<file path="config.mk">
export PLATFORM = sky130hd
export DESIGN_NAME = drum_audio_out
export DESIGN_NICKNAME = d
export VERILOG_FILES = /design/src/rtl/drum_pkg.sv /design/src/rtl/sample_fifo.sv /design/src/rtl/drum_audio_out.sv
export SDC_FILE = /design/constraint.sdc
export NUM_CORES = 1
export LEC_CHECK = 0
export BUFFER_PORTS_ARGS = -buffer_cell sky130_fd_sc_hd__buf_4
export CAP_MARGIN = 20
export CELL_PAD_IN_SITES_DETAIL_PLACEMENT = 1
export CELL_PAD_IN_SITES_GLOBAL_PLACEMENT = 1
export CORE_AREA = 2 2 116 118
export DETAILED_ROUTE_END_ITERATION = 6
export DIE_AREA = 0 0 118 120
export PLACE_DENSITY_LB_ADDON = 0.15
export SLEW_MARGIN = 10
export SYNTH_ARGS = -nofsm -noshare
export SYNTH_HDL_FRONTEND = slang
export SYNTH_HIERARCHICAL = 1
export SYNTH_SLANG_ARGS = --single-unit
</file>
<file path="constraint.sdc">
create_clock -name clk_50 -period 2.95 [get_ports clk_50]
set_input_delay 0.295 -clock clk_50 [delete_from_list [all_inputs] [get_ports clk_50]]
set_output_delay 0.295 -clock clk_50 [all_outputs]
set_load 0.03 [all_outputs]
</file>
<file path="src/rtl/drum_pkg.sv">
// rtl/drum_pkg.sv - shared constants and FSM state type for the drum audio output stage
// Holds the 1.17 sample format, audio core register map and the bus FSM encoding.
// No ports.
package drum_pkg;

  // Signed 1.17 centre-node amplitude: one sign/integer bit, 17 fraction bits.
  localparam int SAMPLE_W    = 18;
  localparam int SAMPLE_FRAC = 17;
  localparam int BUS_W       = 32;

  // Audio codec core register map.
  localparam logic [31:0] ADDR_FIFOSPACE = 32'h0000_0004;
  localparam logic [31:0] ADDR_LEFT      = 32'h0000_0008;
  localparam logic [31:0] ADDR_RIGHT     = 32'h0000_000C;

  typedef enum logic [2:0] {
    IDLE      = 3'd0,
    RD_SPACE  = 3'd1,
    CHK_SPACE = 3'd2,
    WR_LEFT   = 3'd3,
    WR_RIGHT  = 3'd4,
    POP       = 3'd5
  } state_t;

endpackage

</file>
<file path="src/rtl/sample_fifo.sv">
// rtl/sample_fifo.sv - small register-based synchronous sample FIFO
// Ports:
//   clk, reset        clock and synchronous active-high reset
//   push, push_data   write request and data; accepted when not full or when popping
//   pop               remove head entry (ignored when empty)
//   head              current head entry (valid when !empty)
//   level             entries held, 0..DEPTH
//   full, empty       level flags
//   dropped           1-cycle pulse: a push was refused because the FIFO was full
module sample_fifo #(
  parameter int WIDTH = 18,
  parameter int DEPTH = 4,
  localparam int AW = $clog2(DEPTH),
  localparam int LW = AW + 1
) (
  input  logic             clk,
  input  logic             reset,
  input  logic             push,
  input  logic [WIDTH-1:0] push_data,
  input  logic             pop,
  output logic [WIDTH-1:0] head,
  output logic [LW-1:0]    level,
  output logic             full,
  output logic             empty,
  output logic             dropped
);

  logic [WIDTH-1:0] mem [DEPTH];
  logic [AW-1:0]    wr_ptr;
  logic [AW-1:0]    rd_ptr;
  logic             do_push;
  logic             do_pop;

  assign full    = (level == LW'(DEPTH));
  assign empty   = (level == '0);
  assign do_pop  = pop && !empty;
  // A pop in the same cycle frees a slot, so a push at full still lands.
  assign do_push = push && (!full || do_pop);
  assign dropped = push && !do_push;
  assign head    = mem[rd_ptr];

  // Storage carries no reset; only pointers and level define validity.
  always_ff @(posedge clk) begin
    if (do_push) begin
      mem[wr_ptr] <= push_data;
    end
  end

  // DEPTH is a power of two, so pointers wrap naturally.
  always_ff @(posedge clk) begin
    if (reset) begin
      wr_ptr <= '0;
      rd_ptr <= '0;
      level  <= '0;
    end else begin
      if (do_push) wr_ptr <= wr_ptr + AW'(1);
      if (do_pop)  rd_ptr <= rd_ptr + AW'(1);
      case ({do_push, do_pop})
        2'b10:   level <= level + LW'(1);
        2'b01:   level <= level - LW'(1);
        default: level <= level;
      endcase
    end
  end

endmodule

</file>
<file path="src/rtl/drum_audio_out.sv">
// rtl/drum_audio_out.sv - buffers solver centre samples and writes them to the audio codec core
// Ports:
//   clk_50, reset               50 MHz clock, synchronous active-high reset
//   sample_in, sample_valid     1.17 centre amplitude and its end-of-sweep pulse
//   step_ready                  solver may start the next sweep (FIFO not full)
//   bus_addr/read/write/...     single-master register bus, request held until bus_ack
//   fifo_level                  samples buffered
//   drop_count                  samples lost to overflow, saturating
module drum_audio_out
  import drum_pkg::*;
#(
  parameter int          SAMPLE_W       = drum_pkg::SAMPLE_W,
  parameter int          FIFO_DEPTH     = 4,
  parameter logic [31:0] ADDR_FIFOSPACE = drum_pkg::ADDR_FIFOSPACE,
  parameter logic [31:0] ADDR_LEFT      = drum_pkg::ADDR_LEFT,
  parameter logic [31:0] ADDR_RIGHT     = drum_pkg::ADDR_RIGHT
) (
  input  logic                          clk_50,
  input  logic                          reset,
  input  logic [SAMPLE_W-1:0]           sample_in,
  input  logic                          sample_valid,
  output logic                          step_ready,
  output logic [31:0]                   bus_addr,
  output logic                          bus_read,
  output logic                          bus_write,
  output logic [31:0]                   bus_writedata,
  input  logic [31:0]                   bus_readdata,
  input  logic                          bus_ack,
  output logic [$clog2(FIFO_DEPTH):0]   fifo_level,
  output logic [15:0]                   drop_count
);

  state_t              state;
  state_t              state_next;
  logic [15:0]         space_reg;
  logic [SAMPLE_W-1:0] head;
  logic                full;
  logic                empty;
  logic                dropped;
  logic                pop;
  logic                unused_readdata;

  // Only the write-space byte counts of the fifospace register matter.
  assign unused_readdata = ^bus_readdata[15:0];

  sample_fifo #(
    .WIDTH (SAMPLE_W),
    .DEPTH (FIFO_DEPTH)
  ) u_fifo (
    .clk       (clk_50),
    .reset     (reset),
    .push      (sample_valid),
    .push_data (sample_in),
    .pop       (pop),
    .head      (head),
    .level     (fifo_level),
    .full      (full),
    .empty     (empty),
    .dropped   (dropped)
  );

  assign step_ready = !full;

  always_ff @(posedge clk_50) begin
    if (reset) begin
      state      <= IDLE;
      space_reg  <= '0;
      drop_count <= '0;
    end else begin
      state <= state_next;
      if (state == RD_SPACE && bus_ack) begin
        space_reg <= bus_readdata[31:16];
      end
      if (dropped && drop_count != 16'hFFFF) begin
        drop_count <= drop_count + 16'd1;
      end
    end
  end

  // The head stays in the FIFO until both channels are written, so the
  // write data is stable for as long as the bus stalls.
  always_comb begin
    state_next    = state;
    bus_read      = 1'b0;
    bus_write     = 1'b0;
    bus_addr      = '0;
    bus_writedata = '0;
    pop           = 1'b0;
    case (state)
      IDLE: begin
        if (!empty) state_next = RD_SPACE;
      end
      RD_SPACE: begin
        bus_read = 1'b1;
        bus_addr = ADDR_FIFOSPACE;
        if (bus_ack) state_next = CHK_SPACE;
      end
      CHK_SPACE: begin
        // Left and right write-space counts must both be nonzero, else poll again.
        if (space_reg[15:8] != 8'd0 && space_reg[7:0] != 8'd0) state_next = WR_LEFT;
        else                                                  state_next = RD_SPACE;
      end
      WR_LEFT: begin
        bus_write     = 1'b1;
        bus_addr      = ADDR_LEFT;
        bus_writedata = {head, {(32 - SAMPLE_W){1'b0}}};
        if (bus_ack) state_next = WR_RIGHT;
      end
      WR_RIGHT: begin
        bus_write     = 1'b1;
        bus_addr      = ADDR_RIGHT;
        bus_writedata = {head, {(32 - SAMPLE_W){1'b0}}};
        if (bus_ack) state_next = POP;
      end
      POP: begin
        pop        = 1'b1;
        state_next = IDLE;
      end
      default: state_next = IDLE;
    endcase
  end

endmodule

</file>
* After elaboration in Yosys (flattened, before gate mapping)
Memory sizes are Yosys's and may differ from the RTL's. A register that Yosys moved wholly into a read port is not among the register bits.
Cells that the tools add are included.
W data, S select, Z words.
** Storage, ports and cells
- Register bits :: 42
- Bits in latches :: 0
- Bits in writable memories :: 72
- Memory bits (read-only) :: 0
- Bits of input ports :: 54
- Memories :: 1
** Cells by class
- Add/sub/neg operators :: 5
- $mul :: 0
- Divide/modulo/power cells :: 0
- Magnitude comparators :: 0
- Equal/unequal tests :: 13
- Shift-type cells :: 0
- Multiplexer cells :: 16
- Bitwise operators :: 0
- Reduce and logical (&&, ||, !) cells :: 17
** Memory list
- u_fifo.mem :: words 4, bits a word 18, read ports 1, clocked after Yosys merged registers in 1, wr ports 1, RTL line sample_fifo.sv:28 : logic [WIDTH-1:0] mem [DEPTH];
** Operators with widths (number)
- $mux W32 :: 1
- $add A16 B1 Y16 const B :: 1
- $ne A16 B16 Y1 const B :: 1
- $reduce_bool A8 Y1 :: 2
- $pmux W3 S5 :: 1
- $mux W3 :: 4
- $pmux W4 S3 :: 1
- $eq A3 B3 Y1 const B :: 3
- $ne A2 B2 Y1 const B :: 4
- $eq A3 B2 Y1 const B :: 2
- $logic_and A1 B1 Y1 :: 6
- $logic_not A3 Y1 :: 2
- $mux W2 :: 3
- $pmux W3 S2 :: 1
- $mux W1 :: 5
- $add A2 B1 Y2 const B :: 2
- $reduce_and A4 Y1 :: 1
- $add A3 B1 Y3 const B :: 1
- $eq A3 B1 Y1 const B :: 1
- $logic_not A1 Y1 :: 3
- $sub A3 B1 Y3 const B :: 1
- $eq A2 B1 Y1 const B :: 1
- $eq A2 B2 Y1 const B :: 1
- $reduce_bool A2 Y1 :: 1
- other kinds (2) :: 2

* Longest topological paths before layout
Gate-level depths: netlist (run 1).
- Depth after elaboration :: 8
- Mapped depth :: 10
- Gate-level depth less buffers :: 8

* Cells and area by module
Netlist (run 1), hierarchy kept.
** Modules (own cells, without submodules)
- sample_fifo :: instances 1, cells an instance 161, area each 3170.5 um^2
- drum_audio_out :: instances 1, cells an instance 256, area each 2047.0 um^2

* Least setup slack after synthesis (run 1)
Ideal clock, no wire load.
- Path type :: register to register
- Start point :: reg u_fifo.level[2]
- End point :: reg drop_count[15]
- Library setup time :: 0.121 ns
- Arrival :: 2.443 ns
- Required time :: 2.829 ns
- Setup slack :: 0.386 ns
- Cell stages (with the launch flop) :: 8
- Cells stage by stage :: dfxtp_1 > buf_2 > and2_1 > nor3b_1 > and4_4 > nand3_4 > nor4b_1 > mux2_2
** RTL lines
- start, declared :: RTL line sample_fifo.sv:22 : output logic [LW-1:0] level,
- start signal, assigned :: RTL line sample_fifo.sv:59 : 2'b10: level <= level + LW'(1);
- start signal, assigned :: RTL line sample_fifo.sv:60 : 2'b01: level <= level - LW'(1);
- start signal, assigned :: RTL line sample_fifo.sv:61 : default: level <= level;
- $eq A3 B3 Y1 :: RTL line sample_fifo.sv:34 : assign full = (level == LW'(DEPTH));
- net full :: RTL line drum_audio_out.sv:37 : logic full;
- $logic_not A1 Y1 :: RTL line sample_fifo.sv:38 : assign do_push = push && (!full || do_pop);
- $logic_or A1 B1 Y1 :: RTL line sample_fifo.sv:38
- $logic_and A1 B1 Y1 :: RTL line sample_fifo.sv:38
- $logic_not A1 Y1 :: RTL line sample_fifo.sv:39 : assign dropped = push && !do_push;
- $logic_and A1 B1 Y1 :: RTL line sample_fifo.sv:39
- net dropped :: RTL line drum_audio_out.sv:39 : logic dropped;
- $logic_and A1 B1 Y1 :: RTL line drum_audio_out.sv:74 : if (dropped && drop_count != 16'hFFFF) begin
- end signal, assigned :: RTL line drum_audio_out.sv:75 : drop_count <= drop_count + 16'd1;
- end, declared :: RTL line drum_audio_out.sv:30 : output logic [15:0] drop_count
The timed path passes the listed nets, and every way through them passes these cells.
A chain may end at the register's enable or synchronous reset.

* Worst setup path in the final report (run 1)
- Start point :: reg state[1]
- End point :: reg drop_count[15]
** On the way
- Word-level cells in the longest chain between the ends :: 8
** RTL lines
- start, declared :: RTL line drum_audio_out.sv:33 : state_t state;
- start signal, assigned :: RTL line drum_audio_out.sv:70 : state <= state_next;
- $eq A3 B3 Y1 :: RTL line drum_audio_out.sv:89 : case (state)
- $mux W1 :: RTL line drum_audio_out.sv:89
- net pop :: RTL line drum_audio_out.sv:40 : logic pop;
- $logic_and A1 B1 Y1 :: RTL line sample_fifo.sv:36 : assign do_pop = pop && !empty;
- $logic_or A1 B1 Y1 :: RTL line sample_fifo.sv:38
- $logic_and A1 B1 Y1 :: RTL line sample_fifo.sv:38
- $logic_not A1 Y1 :: RTL line sample_fifo.sv:39
- $logic_and A1 B1 Y1 :: RTL line sample_fifo.sv:39
- net dropped :: RTL line drum_audio_out.sv:39
- $logic_and A1 B1 Y1 :: RTL line drum_audio_out.sv:74
The timed path passes the listed nets, and every way through them passes these cells.

==> qor.log, run 1 <==
qor: routing.detail-route-antenna-nets 0
qor: logic_synthesis.synth.top_cells.by_count sky130_fd_sc_hd__edfxtp_1, sky130_fd_sc_hd__buf_4, sky130_fd_sc_hd__dfxtp_1, sky130_fd_sc_hd__nand2_1, sky130_fd_sc_hd__a21oi_1
qor: timing.fmax 399 MHz
qor: timing.slew_headroom 66.4%
qor: worst_setup_path.cp_max_fo 9
qor: grt.grt-ovfl-total 0
qor: final_layout.drive_gt1_share 27.7%
qor: floorplanning.dieArea 0.0142 mm^2
qor: placement.numPortBuffers 79
qor: routing.vias_per_cell 4.86
qor: power.pwr_density_cell 657 mW/mm^2
qor: power.vdd_drop_max 0.376 mV
qor: timing.final-hold-violation-count 0
qor: logic_synthesis.postSynth.topFlopCell sky130_fd_sc_hd__edfxtp_1
qor: routing.number_of_detailed_routing_iterations_run_before_antenna_repair 4
qor: final_layout.num-fill-cells 1,388
qor: floorplanning.io_pins 140
qor: worst_setup_path.critical_path.reg2reg.endpoint drop_count[15]
qor: logic_synthesis.post_synth.cell_area_avg 12.5 um^2
qor: floorplanning.floorplan.die.width 118 um
qor: routing.remaining_drc_errors 0
qor: clock_tree.worst_skew_pair.late_latency 410 ps
qor: timing.layout_worst_path_cycle_share 85.0%
qor: logic_synthesis.synth-edff-count 72
qor: clock_tree.tritoncts.num_buffers 17
qor: logic_synthesis.synth.largest_area_cell sky130_fd_sc_hd__edfxtp_1
qor: clock_tree.cts_num_sinks 116
qor: timing.setup-tns-final 0 ps
qor: worst_setup_path.worst_setup_path_endpoint drop_count[15]
qor: worst_setup_path.regToRegSetupSlack 440 ps
qor: timing.fin_worst_hold_slack 85.4 ps
qor: clock_tree.worst_setup_hold_path_clk_slew 50 ps
qor: clock_tree.total_number_of_h_tree_levels 4
qor: logic_synthesis.synth_seq_area_share 58.3%
qor: power.share_clk_of_total_power 51.0%
qor: clock_tree.postCtsSetupBuffers 0
qor: floorplanning.std_cell_core_area 0.0130 mm^2
qor: logic_synthesis.syn-cell-area 0.00522 mm^2
qor: logic_synthesis.post_synth_main_area_contributors sky130_fd_sc_hd__edfxtp_1, sky130_fd_sc_hd__dfxtp_1, sky130_fd_sc_hd__mux4_2
qor: power.power.leakage 2.46 nW
qor: hold_path.hold_path_depth 1
qor: power.switching_power 0.900 mW
qor: timing.final.setup_skew 9.53 ps
qor: worst_setup_path.worst_setup_path_startpoint state[1]
qor: clock_tree.cts_root_buffer sky130_fd_sc_hd__clkbuf_16
qor: timing.worst-slew-pin-transition 498 ps
qor: timing.timing.final.setup_violations 0
qor: routing.detail_route.wl_per_cell 16.1 um
qor: placement.gp_congestion 0.755
qor: final_layout.area.growth.synth_to_final 23.9%
qor: grt.grt_pass1_vias 3,528
qor: logic_synthesis.post_synth_num_cell_types 54
qor: logic_synthesis.synth_async_sr_flop_share 0%
qor: grt.gr_usage_total 16.7%
qor: logic_synthesis.ys.warnings.count 6
qor: worst_setup_path.arrival 2810 ps
qor: power.p_int 3.35 mW
qor: logic_synthesis.count_of_state_elements_after_synthesis 116
qor: status.run_status finished clean
qor: final_layout.antenna-diode-count 0
qor: grt.grt_pass1_wl 18,200 um
qor: worst_setup_path.r2r_cells 7
qor: flow_run.cap_violations 0
qor: worst_setup_path.reg2reg_start state[1]
qor: worst_setup_path.critPathKind reg2reg
qor: worst_setup_path.worstSetupEndpointType register
qor: timing.final_period_minus_worst_setup_slack 2510 ps
qor: logic_synthesis.netlist_instances 417
qor: power.power_frac_seq 42.4%
qor: floorplanning.die_height 120 um
qor: worst_setup_path.worst-endpoint-required 3250 ps
qor: hold_path.min-delay-path-class in2reg
qor: worst_setup_path.startpoint_type register
qor: power.switching_share 21.2%
qor: final_layout.final_nets 564
qor: routing.routed-via-count 3,363
qor: routing.drt-initial-drc-count 149
qor: logic_synthesis.leading_cell_type_by_number_of_instances_after_synthesis sky130_fd_sc_hd__edfxtp_1
qor: floorplanning.num_rows 42
qor: grt.largest_net_degree_at_the_start_of_global_routing 47
qor: timing.setup_repair_after_global_routing_missed_its_margin no
qor: floorplanning.starting_utilization_of_the_core_area 40.2%
qor: power.power.share.combinational 6.5%
qor: logic_synthesis.post-synth-top-area-fraction 41.4%
qor: clock_tree.max-clock-path-buffers 2
qor: clock_tree.post_cts_hold_buffer_count 0
qor: routing.detail_route.wirelength 11,200 um
qor: final_layout.flip_flop_count_of_the_largest_register_all_copies_and_words_added 72
qor: grt.initial_antenna_violation_count 0
qor: clock_tree.tritoncts yes
qor: placement.dp_hpwl 7390 um
qor: timing.finalMaxSlewViolations 0
qor: clock_tree.cts-resized-gates 0
==> area by class of cell <==
| type | count | area, um^2 | share of cell area [%] |
|---|---|---|---|
| clock buffer | 19 | 433 | 6.70 |
| clock inverter | 12 | 186 | 2.88 |
| inverter | 11 | 41.3 | 0.639 |
| multi-input combinational | 269 | 1860 | 28.8 |
| sequential | 116 | 3040 | 47.1 |
| tap | 176 | 220 | 3.41 |
| timing repair buffer | 89 | 681 | 10.5 |
==> power groups by stage <==
stage / Combinational, mW / Clock [mW] / Sequential [mW]
5_1_grt: 0.305 / 2.28 / 1.81
2_1_floorplan: 0.237 / 0 / 1.83
3_3_place_gp: 0.274 / 0 / 1.83
4_1_cts: 0.282 / 2.21 / 1.80
6_report: 0.278 / 2.17 / 1.80
3_5_place_dp: 0.281 / 0 / 1.84
==> logic make-up (layout without fill, tap and decap cells) <==
family,Yosys count,after routing,synth area share (%)
AO/OA/AOI/OAI,61,61,7.55
multiplexers,20,20,8.18
XOR/XNOR,6,6,1.01
AND/OR/NAND/NOR,132,132,14.2
flip-flops,116,116,58.3
other,1,44,0.0719
adder cells (fa/ha/maj),6,6,1.58
buffers and inverters,75,131,9.11
==> layer usage <==
metal	global-route usage [%]	routed length (um)	part of all wire (%)
met1	19.1	4740	42
met2	29.4	5790	52
met3	4.94	508	4.5
met4	6.55	133	1.2
met5	0	0	0
==> through the flow <==
stage / util (%) / power, mW / cell area (um^2) / std cells / setup slack [ps]
floorplan: - / 2.06 / 5380 / 460 / 386
global placement: 45.0 / 2.11 / 5850 / 661 / 455
detailed placement: 45.0 / 2.12 / 5850 / 661 / 423
CTS: 49.8 / 4.30 / 6460 / 692 / 412
global route: 49.8 / 4.39 / 6460 / 692 / 276
finish: 49.8 / 4.25 / 6460 / 692 / 443
==> cells in the final DEF, fill, tap and decap left out, types with 4 or more instances in the layout <==
master                       n
sky130_fd_sc_hd__buf_4      88
sky130_fd_sc_hd__edfxtp_1   72
sky130_fd_sc_hd__conb_1     44
sky130_fd_sc_hd__dfxtp_1    44
sky130_fd_sc_hd__nand2_1    40
sky130_fd_sc_hd__a21oi_1    29
sky130_fd_sc_hd__and2_1     19
sky130_fd_sc_hd__mux4_2     18
sky130_fd_sc_hd__clkbuf_16  17
sky130_fd_sc_hd__nor2_1     15
sky130_fd_sc_hd__inv_1      11
sky130_fd_sc_hd__nand3_1     9
sky130_fd_sc_hd__o31ai_1     8
sky130_fd_sc_hd__nand2b_1    6
sky130_fd_sc_hd__and3_1      6
sky130_fd_sc_hd__o21bai_1    5
sky130_fd_sc_hd__a31oi_1     5
sky130_fd_sc_hd__xor2_1      5
sky130_fd_sc_hd__ha_1        5
sky130_fd_sc_hd__bufinv_16   5
sky130_fd_sc_hd__o21ai_0     4
sky130_fd_sc_hd__or3_1       4
sky130_fd_sc_hd__and4_1      4
sky130_fd_sc_hd__nor3_1      4
sky130_fd_sc_hd__nor4_1      4
==> worst min path at each step <==
stage	from	slack, ps	endpoint
global route	sample_in[3]	70	u_fifo/mem[3][3]
finish	sample_in[3]	90	u_fifo/mem[3][3]
CTS	sample_in[14]	70	u_fifo/mem[0][14]
detailed placement	space_reg[12]	450	space_reg[12]
floorplan	sample_in[0]	390	u_fifo/mem[0][0]
global placement	space_reg[14]	450	space_reg[14]
==> critical path, stage by stage (launching register included) <==
cell and delay, ps:
sky130_fd_sc_hd__dfxtp_1 480, sky130_fd_sc_hd__nand2b_1 220, sky130_fd_sc_hd__nor2_1 130, sky130_fd_sc_hd__nor3b_1 390, sky130_fd_sc_hd__and4_4 340, sky130_fd_sc_hd__nand3_4 130
sky130_fd_sc_hd__nor4b_1 330, sky130_fd_sc_hd__mux2_2 370
No activity file was read; power rests on OpenSTA's default activity.
==> run 2: changes to the inputs <==
- CORE_AREA: 2 2 116 118 -> 2 2 122 124
- DIE_AREA: 0 0 118 120 -> 0 0 124 126
- clock period: 2.95 -> 2.1 ns (I/O delays scaled with it)
==> run 2 against run 1 <==
  * Highest routed layer unchanged
  * Die area increased by 10%
  * Global-route usage decreased by 1.5 points
  * Critical endpoint unchanged
  * Largest cell class unchanged
  * Critical path type unchanged
  * Clock power increased by 21%
  * Sequential power increased by 40%
==> qor.log, run 2 (synthesis results as in run 1) <==
qor: status.run_status finished clean [unchanged]
qor: floorplanning.starting_utilization_of_the_core_area 36.5% [was 40.2%]
qor: clock_tree.tritoncts yes [unchanged]
qor: routing.detail-route-antenna-nets 0 [unchanged]
qor: worst_setup_path.path_cells nand2b_4, nor2_4, buf_4, nor3b_4, and4_4, nand3_4, nor4b_4, mux2_4 [was nand2b_1, nor2_1, nor3b_1, and4_4, nand3_4, nor4b_1, mux2_2]
qor: grt.grt_pass1_wl 17,900 um [was 18,200 um]
qor: final_layout.final_cell_mix sky130_fd_sc_hd__buf_4, sky130_fd_sc_hd__edfxtp_1, sky130_fd_sc_hd__conb_1, sky130_fd_sc_hd__nand2_1, sky130_fd_sc_hd__dfxtp_1 [was sky130_fd_sc_hd__buf_4, sky130_fd_sc_hd__edfxtp_1, sky130_fd_sc_hd__conb_1, sky130_fd_sc_hd__dfxtp_1, sky130_fd_sc_hd__nand2_1]
qor: placement.placedInstanceArea 0.00599 mm^2 [was 0.00585 mm^2]
qor: timing.final_period_minus_worst_setup_slack 2030 ps [was 2510 ps]
qor: placement.gp_congestion 0.779 [was 0.755]
qor: clock_tree.cts_root_buffer sky130_fd_sc_hd__clkbuf_16 [unchanged]
qor: floorplanning.floorplan.die.width 124 um [was 118 um]
qor: worst_setup_path.arrival 2320 ps [was 2810 ps]
qor: worst_setup_path.cp_max_fo 8 [was 9]
qor: floorplanning.num_rows 44 [was 42]
qor: worst_setup_path.r2r_cells 8 [was 7]
qor: worst_setup_path.critical_path.reg2reg.endpoint drop_count[15] [unchanged]
qor: final_layout.final_nets 597 [was 564]
qor: final_layout.mostFrequentLayoutCell sky130_fd_sc_hd__buf_4 [unchanged]
qor: floorplanning.std_cell_core_area 0.0143 mm^2 [was 0.0130 mm^2]
qor: final_layout.area.growth.synth_to_final 31.2% [was 23.9%]
qor: clock_tree.worst_skew_pair.late_latency 410 ps [about the same]
qor: worst_setup_path.worst-endpoint-required 2390 ps [was 3250 ps]
qor: grt.grt_pass1_vias 3,555 [was 3,528]
qor: clock_tree.worst_setup_hold_path_clk_slew 60 ps [was 50 ps]
qor: grt.largest_net_degree_at_the_start_of_global_routing 47 [unchanged]
qor: hold_path.holdPathEnd space_reg[11] [was u_fifo/mem[3][3]]
qor: placement.dp_hpwl 7580 um [was 7390 um]
qor: routing.drt-initial-drc-count 117 [was 149]
qor: clock_tree.tritoncts.num_buffers 17 [unchanged]
qor: floorplanning.die_height 126 um [was 120 um]
qor: final_layout.flip_flop_count_of_the_largest_register_all_copies_and_words_added 72 [unchanged]
qor: final_layout.drive_gt1_share 32.4% [was 27.7%]
qor: power.pwr_density_cell 817 mW/mm^2 [was 657 mW/mm^2]
qor: grt.gr_usage_total 15.2% [was 16.7%]
qor: worst_setup_path.regToRegSetupSlack 70 ps [was 440 ps]
qor: power.vdd_drop_max 0.395 mV [was 0.376 mV]
qor: placement.numPortBuffers 79 [unchanged]
qor: timing.final-hold-violation-count 0 [unchanged]
qor: worst_setup_path.worstSetupEndpointType register [unchanged]
qor: clock_tree.total_number_of_h_tree_levels 4 [unchanged]
qor: routing.number_of_detailed_routing_iterations_run_before_antenna_repair 4 [unchanged]
qor: final_layout.num-fill-cells 1,508 [was 1,388]
qor: routing.detail_route.wl_per_cell 16.0 um [was 16.1 um]
qor: timing.finalMaxSlewViolations 0 [unchanged]
qor: worst_setup_path.timing.critical_path.slowest_stage_cell sky130_fd_sc_hd__dfxtp_2 [was sky130_fd_sc_hd__dfxtp_1]
qor: final_layout.antenna-diode-count 0 [unchanged]
qor: timing.setup-tns-final 0 ps [unchanged]
qor: grt.grt-ovfl-total 0 [unchanged]
qor: routing.vias_per_cell 4.73 [was 4.86]
qor: timing.timing.final.setup_violations 0 [unchanged]
qor: worst_setup_path.cp_top_family simple AND/OR/NAND/NOR gates [unchanged]
qor: routing.routed-via-count 3,470 [was 3,363]
qor: timing.fmax 494 MHz [was 399 MHz]
qor: timing.final.setup_skew 8.64 ps [was 9.53 ps]
qor: final_layout.post-route-cell-area 0.00684 mm^2 [was 0.00646 mm^2]
qor: timing.layout_worst_path_cycle_share 96.4% [was 85.0%]
qor: grt.initial_antenna_violation_count 0 [unchanged]
qor: power.power.leakage 2.61 nW [was 2.46 nW]
qor: worst_setup_path.critPathKind reg2reg [unchanged]
qor: hold_path.min-delay-path-class in2reg [unchanged]
qor: routing.detail_route.wirelength 11,800 um [was 11,200 um]
qor: clock_tree.cts_num_sinks 116 [unchanged]
qor: routing.remaining_drc_errors 0 [unchanged]
qor: worst_setup_path.startpoint_type register [unchanged]
qor: worst_setup_path.critPathMaxStageDelay 320 ps [was 480 ps]
qor: hold_path.hold_path_depth 3 [was 1]
qor: worst_setup_path.reg2reg_start state[1] [unchanged]
qor: floorplanning.io_pins 140 [unchanged]
qor: flow_run.cap_violations 0 [unchanged]
qor: clock_tree.max-clock-path-buffers 2 [unchanged]
qor: hold_path.timing.hold.worst.start bus_readdata[27] [was sample_in[3]]
qor: floorplanning.dieArea 0.0156 mm^2 [was 0.0142 mm^2]
qor: worst_setup_path.critical_path.n_buffers_inverters 1 [was 0]
[run 2: cell types whose count changed in the layout (fill, tap and decap cells not counted), moves of 3 or more]
| cell | before | now |
|---|---|---|
| sky130_fd_sc_hd__dfxtp_4 | 0 | 3 |
| sky130_fd_sc_hd__dfxtp_1 | 44 | 38 |
| sky130_fd_sc_hd__inv_6 | 0 | 7 |
| sky130_fd_sc_hd__dlygate4sd3_1 | 0 | 18 |
| sky130_fd_sc_hd__clkinv_4 | 0 | 3 |
| sky130_fd_sc_hd__bufinv_16 | 5 | 0 |
| sky130_fd_sc_hd__buf_4 | 88 | 96 |
| sky130_fd_sc_hd__buf_12 | 1 | 5 |
| sky130_fd_sc_hd__clkinv_1 | 3 | 0 |
| sky130_fd_sc_hd__dfxtp_2 | 0 | 3 |
[run 2: worst reg2reg max path, cell delays in order, from the launching register on]
cell and delay [ps]:
sky130_fd_sc_hd__dfxtp_2 320, sky130_fd_sc_hd__nand2b_4 140, sky130_fd_sc_hd__nor2_4 50, sky130_fd_sc_hd__buf_4 150, sky130_fd_sc_hd__nor3b_4 200, sky130_fd_sc_hd__and4_4 300
sky130_fd_sc_hd__nand3_4 130, sky130_fd_sc_hd__nor4b_4 300, sky130_fd_sc_hd__mux2_4 320
[run 2: cell type report]
type                       instances  area (um^2)  share of cell area, %
sequential                       116         3060                   44.7
multi-input combinational        269         1920                   28.1
timing repair buffer             122         1040                   15.3
clock buffer                      17          425                   6.22
tap                              184          230                   3.36
clock inverter                    15          120                   1.76
inverter                          11         41.3                  0.603
[run 2: worst max-delay path by stage]
stage | start | endpoint | slack, ps | cells after the start
2_1_floorplan | u_fifo/level[1] | drop_count[15] | -20 | 8
3_3_place_gp | state[1] | drop_count[15] | 90 | 8
3_5_place_dp | u_fifo/level[0] | drop_count[15] | 30 | 7
4_1_cts | register | bus_writedata[23] | 8 | 4
5_1_grt | state[1] | drop_count[15] | -10 | 8
6_report | state[1] | drop_count[15] | 70 | 8
[run 2: repair_timing]
action                                  in CTS  in global routing
endpoints found under the setup margin       0                 22
resized for setup                            0                 14
buffers inserted                             0                  7
endpoints found under the hold margin       69                  0
hold buffers                                18                  0
[run 2: power breakdown]
part | internal, mW | switching [mW] | total, mW
sequential | 2.50 | 0.0281 | 2.52
clock | 1.53 | 1.09 | 2.62
combinational | 0.166 | 0.286 | 0.452
total | 4.19 | 1.40 | 5.59
[run 2: through the flow]
step / hold WS [ps] / power (mW) / utilization, % / setup slack [ps] / std cells
2_1_floorplan: 309 / 2.90 / - / -22.4 / 460
3_3_place_gp: 411 / 2.98 / 41.8 / 92.4 / 675
3_5_place_dp: 413 / 2.99 / 41.8 / 32.3 / 675
4_1_cts: 30.4 / 5.67 / 46.9 / 8.43 / 725
5_1_grt: 38.7 / 5.84 / 47.8 / -12.8 / 734
6_report: 52.4 / 5.59 / 47.8 / 74.9 / 734
[run 2: layer usage]
layer,track usage (%),vias up,share of wire [%]
met5,0,-,0
met3,5.12,14,4.2
met2,25.3,70,53
met4,5.75,0,1.4
met1,18.2,1698,42
li1,-,1688,-
